File: src/rtl/reset_sequencer.sv
// Sequenced multi-domain reset controller: debounced push-button plus staged
// release of N_STAGES reset domains, each gated on its acknowledge with timeout.
module reset_sequencer #(
  parameter int N_STAGES        = 3,
  parameter int HOLD_CYCLES     = 16,
  parameter int GAP_CYCLES      = 8,
  parameter int DEBOUNCE_CYCLES = 4,
  parameter int ACK_TIMEOUT     = 255
) (
  input  logic                          clk,
  input  logic                          i_rst_n,
  input  logic                          i_rst_button,
  input  logic [N_STAGES-1:0]           i_ack,
  output logic [N_STAGES-1:0]           o_rst,
  output logic                          o_ready,
  output logic                          o_fault,
  output logic [1:0]                    o_dbg_state,
  output logic [$clog2(N_STAGES)-1:0]   o_dbg_stage
);

  localparam int SW      = $clog2(N_STAGES);
  localparam int MAX_HG  = (HOLD_CYCLES > GAP_CYCLES) ? HOLD_CYCLES : GAP_CYCLES;
  localparam int MAX_CNT = (MAX_HG > ACK_TIMEOUT) ? MAX_HG : ACK_TIMEOUT;
  localparam int CW      = $clog2(MAX_CNT + 1);
  localparam int DW      = $clog2(DEBOUNCE_CYCLES + 1);

  localparam logic [CW-1:0] HOLD_LAST  = CW'(HOLD_CYCLES - 1);
  localparam logic [CW-1:0] GAP_LAST   = CW'(GAP_CYCLES - 1);
  localparam logic [CW-1:0] TO_LAST    = CW'(ACK_TIMEOUT - 1);
  localparam logic [DW-1:0] DB_LAST    = DW'(DEBOUNCE_CYCLES - 1);
  localparam logic [SW-1:0] LAST_STAGE = SW'(N_STAGES - 1);

  typedef enum logic [1:0] {
    ST_ASSERT   = 2'd0,
    ST_WAIT_ACK = 2'd1,
    ST_GAP      = 2'd2,
    ST_RUN      = 2'd3
  } state_t;

  state_t          state_q, state_d;
  logic [SW-1:0]   stage_q, stage_d;
  logic [CW-1:0]   cnt_q, cnt_d, cnt_inc;
  logic            fault_d;
  logic [N_STAGES-1:0] rst_d;
  logic            ready_d;

  logic [1:0]      sync_q;
  logic [DW-1:0]   db_cnt_q;
  logic            btn_q;
  logic            btn_prev_q;
  logic            btn_rise;
  logic            ack_sel;

  // Button: two-flop synchroniser, then qualify on consecutive high samples;
  // any low sample drops the debounced level immediately.
  always_ff @(posedge clk or negedge i_rst_n) begin
    if (!i_rst_n) begin
      sync_q     <= 2'b00;
      db_cnt_q   <= '0;
      btn_q      <= 1'b0;
      btn_prev_q <= 1'b0;
    end else begin
      sync_q     <= {sync_q[0], i_rst_button};
      btn_prev_q <= btn_q;
      if (!sync_q[1]) begin
        db_cnt_q <= '0;
        btn_q    <= 1'b0;
      end else if (db_cnt_q == DB_LAST) begin
        btn_q    <= 1'b1;
      end else begin
        db_cnt_q <= db_cnt_q + 1'b1;
      end
    end
  end

  assign btn_rise = btn_q & ~btn_prev_q;

  // i_ack is a level, not a pulse: a domain holds its bit high once it is out
  // of reset, and only the bit of the stage currently in WAIT_ACK is looked at.
  assign ack_sel = i_ack[stage_q];
  assign cnt_inc = (cnt_q == '1) ? cnt_q : cnt_q + 1'b1;

  // State register; o_rst/o_ready are registered from the next-state decode
  // so the domain resets never see combinational glitches.
  always_ff @(posedge clk or negedge i_rst_n) begin
    if (!i_rst_n) begin
      state_q <= ST_ASSERT;
      stage_q <= '0;
      cnt_q   <= '0;
      o_fault <= 1'b0;
      o_rst   <= '1;
      o_ready <= 1'b0;
    end else begin
      state_q <= state_d;
      stage_q <= stage_d;
      cnt_q   <= cnt_d;
      o_fault <= fault_d;
      o_rst   <= rst_d;
      o_ready <= ready_d;
    end
  end

  always_comb begin
    state_d = state_q;
    stage_d = stage_q;
    cnt_d   = cnt_q;
    fault_d = o_fault;
    if (btn_rise) begin
      state_d = ST_ASSERT;
      stage_d = '0;
      cnt_d   = '0;
    end else begin
      case (state_q)
        ST_ASSERT: begin
          if (btn_q) begin
            cnt_d = '0;
          end else if (cnt_q == HOLD_LAST) begin
            state_d = ST_WAIT_ACK;
            stage_d = '0;
            cnt_d   = '0;
          end else begin
            cnt_d = cnt_inc;
          end
        end
        ST_WAIT_ACK: begin
          // Acknowledge takes priority over a coincident timeout.
          if (ack_sel || (cnt_q == TO_LAST)) begin
            if (!ack_sel) fault_d = 1'b1;
            cnt_d   = '0;
            state_d = (stage_q == LAST_STAGE) ? ST_RUN : ST_GAP;
          end else begin
            cnt_d = cnt_inc;
          end
        end
        ST_GAP: begin
          if (cnt_q == GAP_LAST) begin
            state_d = ST_WAIT_ACK;
            stage_d = stage_q + 1'b1;
            cnt_d   = '0;
          end else begin
            cnt_d = cnt_inc;
          end
        end
        default: begin
          cnt_d = '0;
        end
      endcase
    end
  end

  // Domains 0..k are released while in WAIT_ACK(k)/GAP(k); higher ones stay held.
  always_comb begin
    rst_d   = '1;
    ready_d = 1'b0;
    case (state_d)
      ST_WAIT_ACK, ST_GAP: begin
        for (int i = 0; i < N_STAGES; i++) rst_d[i] = (i > int'(stage_d));
      end
      ST_RUN: begin
        rst_d   = '0;
        ready_d = 1'b1;
      end
      default: ;
    endcase
  end

  assign o_dbg_state = state_q;
  assign o_dbg_stage = stage_q;

endmodule

File: config.mk
export PLATFORM = sky130hd
export DESIGN_NAME = reset_sequencer
export DESIGN_NICKNAME = d
export VERILOG_FILES = /design/src/rtl/reset_sequencer.sv
export SDC_FILE = /design/constraint.sdc
export NUM_CORES = 1
export LEC_CHECK = 0
export BUFFER_PORTS_ARGS = -buffer_cell sky130_fd_sc_hd__buf_2
export CORE_ASPECT_RATIO = 1.25
export CORE_MARGIN = 1.5
export CORE_UTILIZATION = 56
export CTS_CLUSTER_SIZE = 25
export DETAILED_ROUTE_END_ITERATION = 10
export PLACE_DENSITY = 0.82
export SLEW_MARGIN = 20
export SYNTH_ARGS = -nofsm -noshare
export SYNTH_HDL_FRONTEND = slang
export SYNTH_SLANG_ARGS = --single-unit
export TNS_END_PERCENT = 20
File: constraint.sdc
create_clock -name clk -period 2.3 [get_ports clk]
set_input_delay 0.46 -clock clk [delete_from_list [all_inputs] [get_ports clk]]
set_output_delay 0.46 -clock clk [all_outputs]
set_load 0.05 [all_outputs]
==> impl_metrics.env, run 1 <==
export IMPL_num_io_pins=15
export IMPL_timing_fmax_mhz=467.2
export IMPL_vias_per_cell=5.640
export IMPL_synth_seq_cells=24
export IMPL_placed_cells=160
export IMPL_totalWireLength_um=2347
export IMPL_die_area_um2=2621
export IMPL_hold_class="primary input to async pin"
export IMPL_wl_per_cell_um=14.31
export IMPL_synthCells=115
export IMPL_worstSetupStartpointType="flip-flop"
export IMPL_finalHoldViolCount=0
export IMPL_fillers=189
export IMPL_synth_edff_count=0
export IMPL_grt_total_usage_pct=21.43
export IMPL_dp_hpwl_um=1783
export IMPL_synth_warnings=0
export IMPL_grt_max_degree=25
export IMPL_powerDensity_nw_per_um2=979.7
export IMPL_tritoncts="built"
export IMPL_grt_pass1_vias=905
export IMPL_worst_setup_path_type="flip-flop to flip-flop"
export IMPL_drc_errors=0
export IMPL_crit_fanout=6
export IMPL_vdd_drop_max_uv=579.3
export IMPL_ys_top_cells_by_area="dfrtp_1, ha_1, dfstp_2, mux2i_1, a21oi_1"
export IMPL_drt_iter0_drc=16
export IMPL_clk_path_buf_depth=2
export IMPL_die_h_um=56.87
export IMPL_endpoint_kind="flip-flop"
export IMPL_reg2reg_depth=6
export IMPL_drv_cap=0
export IMPL_cts_root_buf="clkbuf_4"
export IMPL_ys_flop_type="dfrtp_1"
export IMPL_clk_latency_ns=0.32
export IMPL_syn2layout_area_growth_pct=10.78
export IMPL_overflow=0
export IMPL_required_ns=2.54
export IMPL_yosysUniqueCellTypes=45
export IMPL_outcome="finished, final reports clean"
export IMPL_relSlewSlack_pct=65.98
export IMPL_setup_viol=0
export IMPL_firstDrtPassIters=4
export IMPL_core_um2=2187
export IMPL_synth_top_area_share_pct=40.42
export IMPL_leakagePower_nw=0.6585
export IMPL_vias=925
export IMPL_synth_common_cells="dfrtp_1, ha_1, nand2_1"
export IMPL_io_buffers=14
export IMPL_setup_tns_ns=0
export IMPL_antennaDiodeCount=0
export IMPL_final_nets=148
export IMPL_h_tree_depth=1
export IMPL_netlist_area_um2=1300
export IMPL_worst_pin_slew_ns=0.5102
export IMPL_start_util_pct=59.44
export IMPL_drive_above_1_share_pct=27.82
export IMPL_synth_top_cell_by_area="dfrtp_1"
export IMPL_postCtsSetupRepairBufs=0
export IMPL_post_route_min_period_ns=2.141
export IMPL_ant_nets=0
export IMPL_cts_hold_buf=0
export IMPL_grt_antenna_before_repair=0
export IMPL_die_x_um=46.10
export IMPL_synth_avg_cell_area_um2=11.30
export IMPL_synthArstFlopShare_pct=100.0
export IMPL_gp_congestion=0.8287
export IMPL_clkTransAtPathRegs_ns=0.13
export IMPL_worst_endpoint_arrival_ns=2.38
export IMPL_cts_resized=0
export IMPL_finClkSkew_ns=0.01302
export IMPL_synth_most_common_cell="dfrtp_1"
export IMPL_clkSinkCount=24
export IMPL_fp_row_count=19
export IMPL_yosysSeqAreaShare_pct=46.49
export IMPL_cts_buffers=3
export IMPL_grt_pass1_wl_um=3953
export IMPL_drv_slew=0
export IMPL_synthesis_nets=129
export IMPL_post_route_period_util_pct=93.07
export IMPL_final_cells=164
export IMPL_rsz0062_at_grt="false"
registers in the layout, indices dropped and copies added, names as in the netlist:
signal,cells
cnt_q,8
db_cnt_q,3
o_rst,3
o_dbg_stage,2
o_dbg_state,2
sync_q,2
btn_prev_q,1
btn_q,1
o_fault,1
o_ready,1
final timing paths:
kind                               from         to  slack [ns]
max in group asynchronous       i_rst_n   o_rst[0]        1.84
min in group clk           i_rst_button  sync_q[0]        0.23
max                               btn_q   o_rst[2]        0.16
min                             i_rst_n   cnt_q[6]        0.08
max reg2reg                       btn_q   o_rst[2]        0.16
min reg2reg                   sync_q[0]  sync_q[1]        0.37
stage by stage:
step	util [%]	total power, mW	hold WS [ns]	cell area [µm²]	worst slack, ns
floorplan	-	1.086	0.1644	1300	0.1161
global placement	64.53	1.207	0.3473	1411	0.2495
detailed placement	64.53	1.229	0.3373	1411	0.1545
CTS	65.73	1.421	0.1080	1438	0.1168
global route	65.85	1.501	0.1260	1440	0.02697
finish	65.85	1.411	0.08348	1440	0.1594
cell usage in the layout (no fill, tap or decap), types with 2 or more instances in the layout:
cell type and instances:
inv_1 5, a31oi_1 2, mux2i_1 4, a211oi_2 2, xnor2_1 4, buf_4 3, nand2_1 8, and3_1 3
and2_1 3, and4_1 2, o21bai_1 2, a21oi_1 7, nor2_1 6, dfrtp_1 21, clkbuf_4 3, nand3_1 3
ha_1 8, nor3_1 3, buf_2 14, dfstp_2 3
layout make-up:
class | count | area [µm²] | area share, %
Tap cell | 31 | 38.79 | 2.693
Inverter | 5 | 18.77 | 1.303
Multi-Input combinational cell | 83 | 659.4 | 45.79
Sequential cell | 24 | 604.3 | 41.96
Timing Repair Buffer | 17 | 92.59 | 6.429
Clock buffer | 4 | 26.28 | 1.825
logic make-up (layout without fill, tap and decap cells):
| kind of cell | count (synthesis) | in the layout | share of synthesized area, % |
|---|---|---|---|
| simple gates | 42 | 42 | 21.08 |
| compound gates | 24 | 24 | 15.30 |
| flops | 24 | 24 | 46.49 |
| fa+ha+maj | 8 | 8 | 7.700 |
| buf+inv | 8 | 26 | 2.983 |
| xor+xnor | 5 | 5 | 3.368 |
| mux | 4 | 4 | 3.080 |
critical path, stage by stage (launching register included):
cell and delay [ns]:
dfrtp_1 0.45, or3b_1 0.36, a21oi_1 0.21, a21oi_1 0.11
or3_1 0.38, ha_1 0.34, mux2i_1 0.22
layer usage:
metal	GRT usage, %	part of all wire (%)
met3	4.180	3.1
met5	0	0
met1	25.93	41
met2	33.53	53
met4	13.06	3.3
report_power, final:
part | total [mW] | switching (mW) | internal (mW) | leakage [nW]
Clock | 0.191 | 0.123 | 0.0680 | 0.0150
Sequential | 0.591 | 0.0727 | 0.518 | 0.310
Combinational | 0.629 | 0.383 | 0.246 | 0.334
Total | 1.41 | 0.579 | 0.832 | 0.659
Power figures use the tool's default switching activity.
==> inputs of run 2 (changes only) <==
- CORE_MARGIN: 1.5 -> unset
- GPL_ROUTABILITY_DRIVEN: unset -> 0
- GPL_TIMING_DRIVEN: unset -> 0
==> run 2 against run 1 <==
Fmax decreased by 1.4%. Cell count increased by 0.61%. Sequential share of layout area decreased by 0.47 points. Clock-buffer cell count unchanged. Combinational power decreased by 1%. Largest cell class unchanged. Global-route usage decreased by 0.13 points. Sequential cell count unchanged. Critical endpoint unchanged. Final area increased by 1.1%. Hold slack improved by 0.013 ns. Wire length decreased by 1.7%.
==> impl_metrics.env, run 2 (synthesis gave the netlist of run 1 again) <==
export IMPL_outcome="finished, final reports clean"
export IMPL_final_area_um2=1456
export IMPL_largest_register="cnt_q"
export IMPL_worstSetupStartpointType="flip-flop"
export IMPL_timing_fmax_mhz=460.5
export IMPL_clkTransAtPathRegs_ns=0.13
export IMPL_vias_per_cell=5.545
export IMPL_placed_cell_area_um2=1409
export IMPL_rsz0062_at_grt="false"
export IMPL_final_nets=149
export IMPL_max_stage_delay_ns=0.50
export IMPL_h_tree_depth=1
export IMPL_totalWireLength_um=2307
export IMPL_dp_hpwl_um=1691
export IMPL_fp_row_count=19
export IMPL_worst_setup_path_type="flip-flop to flip-flop"
export IMPL_powerDensity_nw_per_um2=985.1
export IMPL_final_cell_mix="dfrtp_1, buf_2, nand2_1, ha_1, nor2_1"
export IMPL_r2r_start="cnt_q[4]"
export IMPL_reg2reg_depth=7
export IMPL_grt_max_degree=25
export IMPL_drt_iter0_drc=14
export IMPL_post_route_min_period_ns=2.172
export IMPL_drive_above_1_share_pct=28.36
export IMPL_required_ns=2.55
export IMPL_cts_hold_buf=0
export IMPL_crit_fanout=7
export IMPL_core_um2=2187
export IMPL_firstDrtPassIters=4
export IMPL_grt_antenna_before_repair=0
export IMPL_post_route_period_util_pct=94.42
export IMPL_cts_buffers=3
export IMPL_drv_cap=0
export IMPL_final_cells=165
export IMPL_grt_pass1_wl_um=3857
export IMPL_tritoncts="built"
export IMPL_clkSinkCount=24
export IMPL_crit_slowest_cell="dfrtp_1"
export IMPL_drc_errors=0
export IMPL_crit_reg2reg_capture="o_rst[2]"
export IMPL_num_io_pins=15
export IMPL_die_x_um=45.10
export IMPL_cpMostUsedCell="and4_1"
export IMPL_relSlewSlack_pct=65.28
export IMPL_clk_latency_ns=0.32
export IMPL_largestRegisters="cnt_q x8, db_cnt_q x3, o_rst x3"
export IMPL_r2r_setup_slack_ns=0.13
export IMPL_grt_total_usage_pct=21.30
export IMPL_finalPower_mw=1.435
export IMPL_finClkSkew_ns=0.005127
export IMPL_grt_pass1_vias=896
export IMPL_die_area_um2=2519
export IMPL_placed_cells=160
export IMPL_clk_path_buf_depth=2
export IMPL_worst_pin_slew_ns=0.5207
export IMPL_endpoint="o_rst[2]"
export IMPL_layout_commonest_cell="dfrtp_1"
export IMPL_cp_startpoint="cnt_q[4]"
export IMPL_ant_nets=0
export IMPL_cts_root_buf="clkbuf_4"
export IMPL_vias=915
export IMPL_largest_register_ffs=8
export IMPL_setup_tns_ns=0
export IMPL_drv_slew=0
export IMPL_overflow=0
export IMPL_setup_viol=0
export IMPL_hold_class="primary input to async pin"
export IMPL_start_util_pct=59.44
export IMPL_antennaDiodeCount=0
export IMPL_crit_chain="and4_1 > and4_1 > nor2_1 > a2111oi_2 > or3_1 > ha_1 > mux2i_1"
export IMPL_endpoint_kind="flip-flop"
export IMPL_wl_per_cell_um=13.98
export IMPL_die_h_um=55.87
export IMPL_io_buffers=14
export IMPL_worst_endpoint_arrival_ns=2.42
export IMPL_syn2layout_area_growth_pct=12.03
export IMPL_leakagePower_nw=0.6663
export IMPL_finalHoldViolCount=0
export IMPL_vdd_drop_max_uv=864.0
==> run 2: cell type report <==
type | count | area [µm²]
Buffer | 3 | 20.02
Clock buffer | 4 | 36.28
Fill cell | 187 | 730.7
Inverter | 5 | 18.77
Multi-Input combinational cell | 83 | 660.6
Sequential cell | 24 | 604.3
Tap cell | 31 | 38.79
Timing Repair Buffer | 15 | 77.57
==> run 2: critical path, delay by kind of cell, from the launching register on <==
family	cells	cell delay, ns
adder cells (fa/ha/maj)	1	0.33
AO/OA/AOI/OAI	1	0.06
multiplexers	1	0.19
AND/OR/NAND/NOR	4	1.01
flip-flops	1	0.50
==> run 2: layer usage <==
layer  global-route usage [%]  wire, µm  vias to the layer above
met1                    25.65      1023                      441
met2                    34.58      1152                       16
li1                         -         -                      454
met4                    11.69        51                        0
met5                        0         0                        -
met3                    3.896        80                        4
==> run 2: worst min-delay path by stage <==
| stage | to | slack [ns] | cells past startpoint |
|---|---|---|---|
| finish | cnt_q[4] | 0.1 | 1 |
| global route | btn_q | 0.13 | 1 |
| CTS | sync_q[0] | 0.11 | 1 |
| detailed placement | sync_q[1] | 0.35 | 0 |
| global placement | sync_q[1] | 0.35 | 0 |
| floorplan | btn_prev_q | 0.16 | 0 |
==> run 2: per-stage QoR <==
step                      hold WS, ns  setup WS, ns  utilization (%)
after CTS                      0.1149       0.08068            66.08
after floorplan                0.1644        0.1161                -
after detailed placement       0.3497       0.09752            64.42
after global placement         0.3467        0.1598            64.42
after global routing           0.1303      0.001925            66.59
final                         0.09641        0.1283            66.59
==> run 2: what timing repair did <==
action | in CTS | in global routing
gates resized for setup | 0 | 1
buffers inserted | 0 | 1
endpoints found under the setup margin | 0 | 2
==> run 2: power by group <==
group / leakage [nW] / internal [mW] / switching [mW]
Clock: 0.0210 / 0.0968 / 0.123
Sequential: 0.310 / 0.518 / 0.0748
Combinational: 0.336 / 0.236 / 0.386
Total: 0.666 / 0.851 / 0.584
==> inputs of run 3 (changes only) <==
- GPL_TIMING_DRIVEN: 0 -> unset
- SLEW_MARGIN: 20 -> 30
==> run 3 against run 2 <==
Wire length is 4.5% higher. Critical path type unchanged. Critical path depth fell by 1. Clock skew shrank 0.0040 ns. Global-route usage up 0.41 points. Largest cell class unchanged. Via count rose by 0.33%. Sequential power is 0.7% lower. First-iteration DRC count is 71% higher. Die area did not move. Utilization increased by 0.51 points.
==> impl_metrics.env, run 3 (synthesis gave the netlist of run 1 again) <==
export IMPL_start_util_pct=59.44
export IMPL_worstSetupStartpointType="flip-flop"
export IMPL_antennaDiodeCount=0
export IMPL_drv_slew=0
export IMPL_cts_root_buf="clkbuf_4"
export IMPL_cts_buffers=3
export IMPL_totalWireLength_um=2410
export IMPL_vias_per_cell=5.598
export IMPL_powerDensity_nw_per_um2=1045
export IMPL_post_route_period_util_pct=94.35
export IMPL_syn2layout_area_growth_pct=12.90
export IMPL_grt_max_degree=25
export IMPL_grt_pass1_wl_um=3933
export IMPL_required_ns=2.55
export IMPL_drt_iter0_drc=24
export IMPL_postCtsSetupRepairBufs=0
export IMPL_final_cells=164
export IMPL_leakagePower_nw=0.6712
export IMPL_relSlewSlack_pct=65.47
export IMPL_grt_pass1_vias=893
export IMPL_outcome="finished, final reports clean"
export IMPL_clkSinkCount=24
export IMPL_io_buffers=14
export IMPL_clkTransAtPathRegs_ns=0.13
export IMPL_overflow=0
export IMPL_r2r_setup_slack_ns=0.13
export IMPL_drv_cap=0
export IMPL_crit_slowest_cell="dfrtp_1"
export IMPL_final_nets=148
export IMPL_die_area_um2=2519
export IMPL_grt_antenna_before_repair=0
export IMPL_tritoncts="built"
export IMPL_r2r_start="btn_q"
export IMPL_setup_tns_ns=0
export IMPL_fp_row_count=19
export IMPL_post_route_min_period_ns=2.170
export IMPL_die_x_um=45.10
export IMPL_cts_resized=0
export IMPL_finClkSkew_ns=0.001099
export IMPL_drive_above_1_share_pct=28.57
export IMPL_vdd_drop_max_uv=690.6
export IMPL_largest_register_ffs=8
export IMPL_finalPower_mw=1.534
export IMPL_layout_commonest_cell="dfrtp_1"
export IMPL_grt_total_usage_pct=21.70
export IMPL_worst_endpoint_arrival_ns=2.42
export IMPL_finalHoldViolCount=0
export IMPL_h_tree_depth=1
export IMPL_timing_fmax_mhz=460.8
export IMPL_final_cell_mix="dfrtp_1, buf_2, nand2_1, ha_1, nor2_1"
export IMPL_dp_hpwl_um=1741
export IMPL_firstDrtPassIters=4
export IMPL_worst_setup_path_type="flip-flop to flip-flop"
export IMPL_core_um2=2187
export IMPL_largest_register="cnt_q"
export IMPL_worst_pin_slew_ns=0.5179
export IMPL_setup_viol=0
export IMPL_crit_reg2reg_capture="o_rst[2]"
export IMPL_num_io_pins=15
export IMPL_wl_per_cell_um=14.70
export IMPL_die_h_um=55.87
export IMPL_clk_latency_ns=0.32
export IMPL_ant_nets=0
export IMPL_reg2reg_depth=6
export IMPL_cts_hold_buf=0
export IMPL_placed_cells=160
export IMPL_hold_class="primary input to async pin"
export IMPL_crit_chain="or3b_1 > a21oi_2 > a21oi_1 > or3_1 > ha_1 > mux2i_1"
export IMPL_vias=918
export IMPL_critPathTopFamily="simple AND/OR/NAND/NOR gates"
export IMPL_clk_path_buf_depth=2
export IMPL_rsz0062_at_grt="false"
export IMPL_drc_errors=0
export IMPL_fillers=186
export IMPL_largestRegisters="cnt_q x8, db_cnt_q x3, o_rst x3"
export IMPL_crit_fanout=6
export IMPL_cp_buffers_inverters=0
export IMPL_endpoint_kind="flip-flop"
export IMPL_max_stage_delay_ns=0.47
-- run 3: per-layer routing --
layer | part of all wire [%] | global-route usage (%) | vias to the layer above
li1 | - | - | 452
met3 | 2.5 | 1.948 | 5
met4 | 2.1 | 11.69 | 0
met1 | 43 | 28.73 | 447
met5 | 0 | 0 | -
met2 | 52 | 34.16 | 14
-- run 3: worst max-delay path by stage --
stage / from / end / cells after the start / slack, ns
6_report: btn_q / o_rst[2] / 6 / 0.13
5_1_grt: cnt_q[4] / o_rst[2] / 7 / 0.01
4_1_cts: btn_q / o_rst[2] / 6 / 0.12
3_5_place_dp: btn_q / o_rst[2] / 6 / 0.15
3_3_place_gp: btn_q / o_rst[2] / 6 / 0.25
2_1_floorplan: o_dbg_state[1] / o_rst[1] / 6 / 0.12
-- run 3: cell type report --
type | instances | area (µm²) | area share, %
inverters | 5 | 18.77 | 1.279
repair buffers | 17 | 92.59 | 6.309
clock inverters | 1 | 30.03 | 2.046
flip-flops and latches | 24 | 604.3 | 41.18
well taps | 31 | 38.79 | 2.643
multi-input cells | 83 | 660.6 | 45.01
clock buffers | 3 | 22.52 | 1.535
-- run 3: per-stage QoR --
step                utilization (%)  hold slack [ns]  area, µm²  worst slack, ns
floorplan                         -           0.1644       1300           0.1161
global placement              64.53           0.3471       1411           0.2506
detailed placement            64.53           0.3425       1411           0.1461
CTS                           66.93           0.1097       1464           0.1205
global route                  67.11           0.1262       1468          0.01004
finish                        67.11          0.08852       1468           0.1300
-- run 3: where the power goes --
group | total [mW] | switching [mW] | internal [mW]
clock | 0.308 | 0.132 | 0.176
combinational | 0.637 | 0.391 | 0.247
sequential | 0.589 | 0.0709 | 0.518
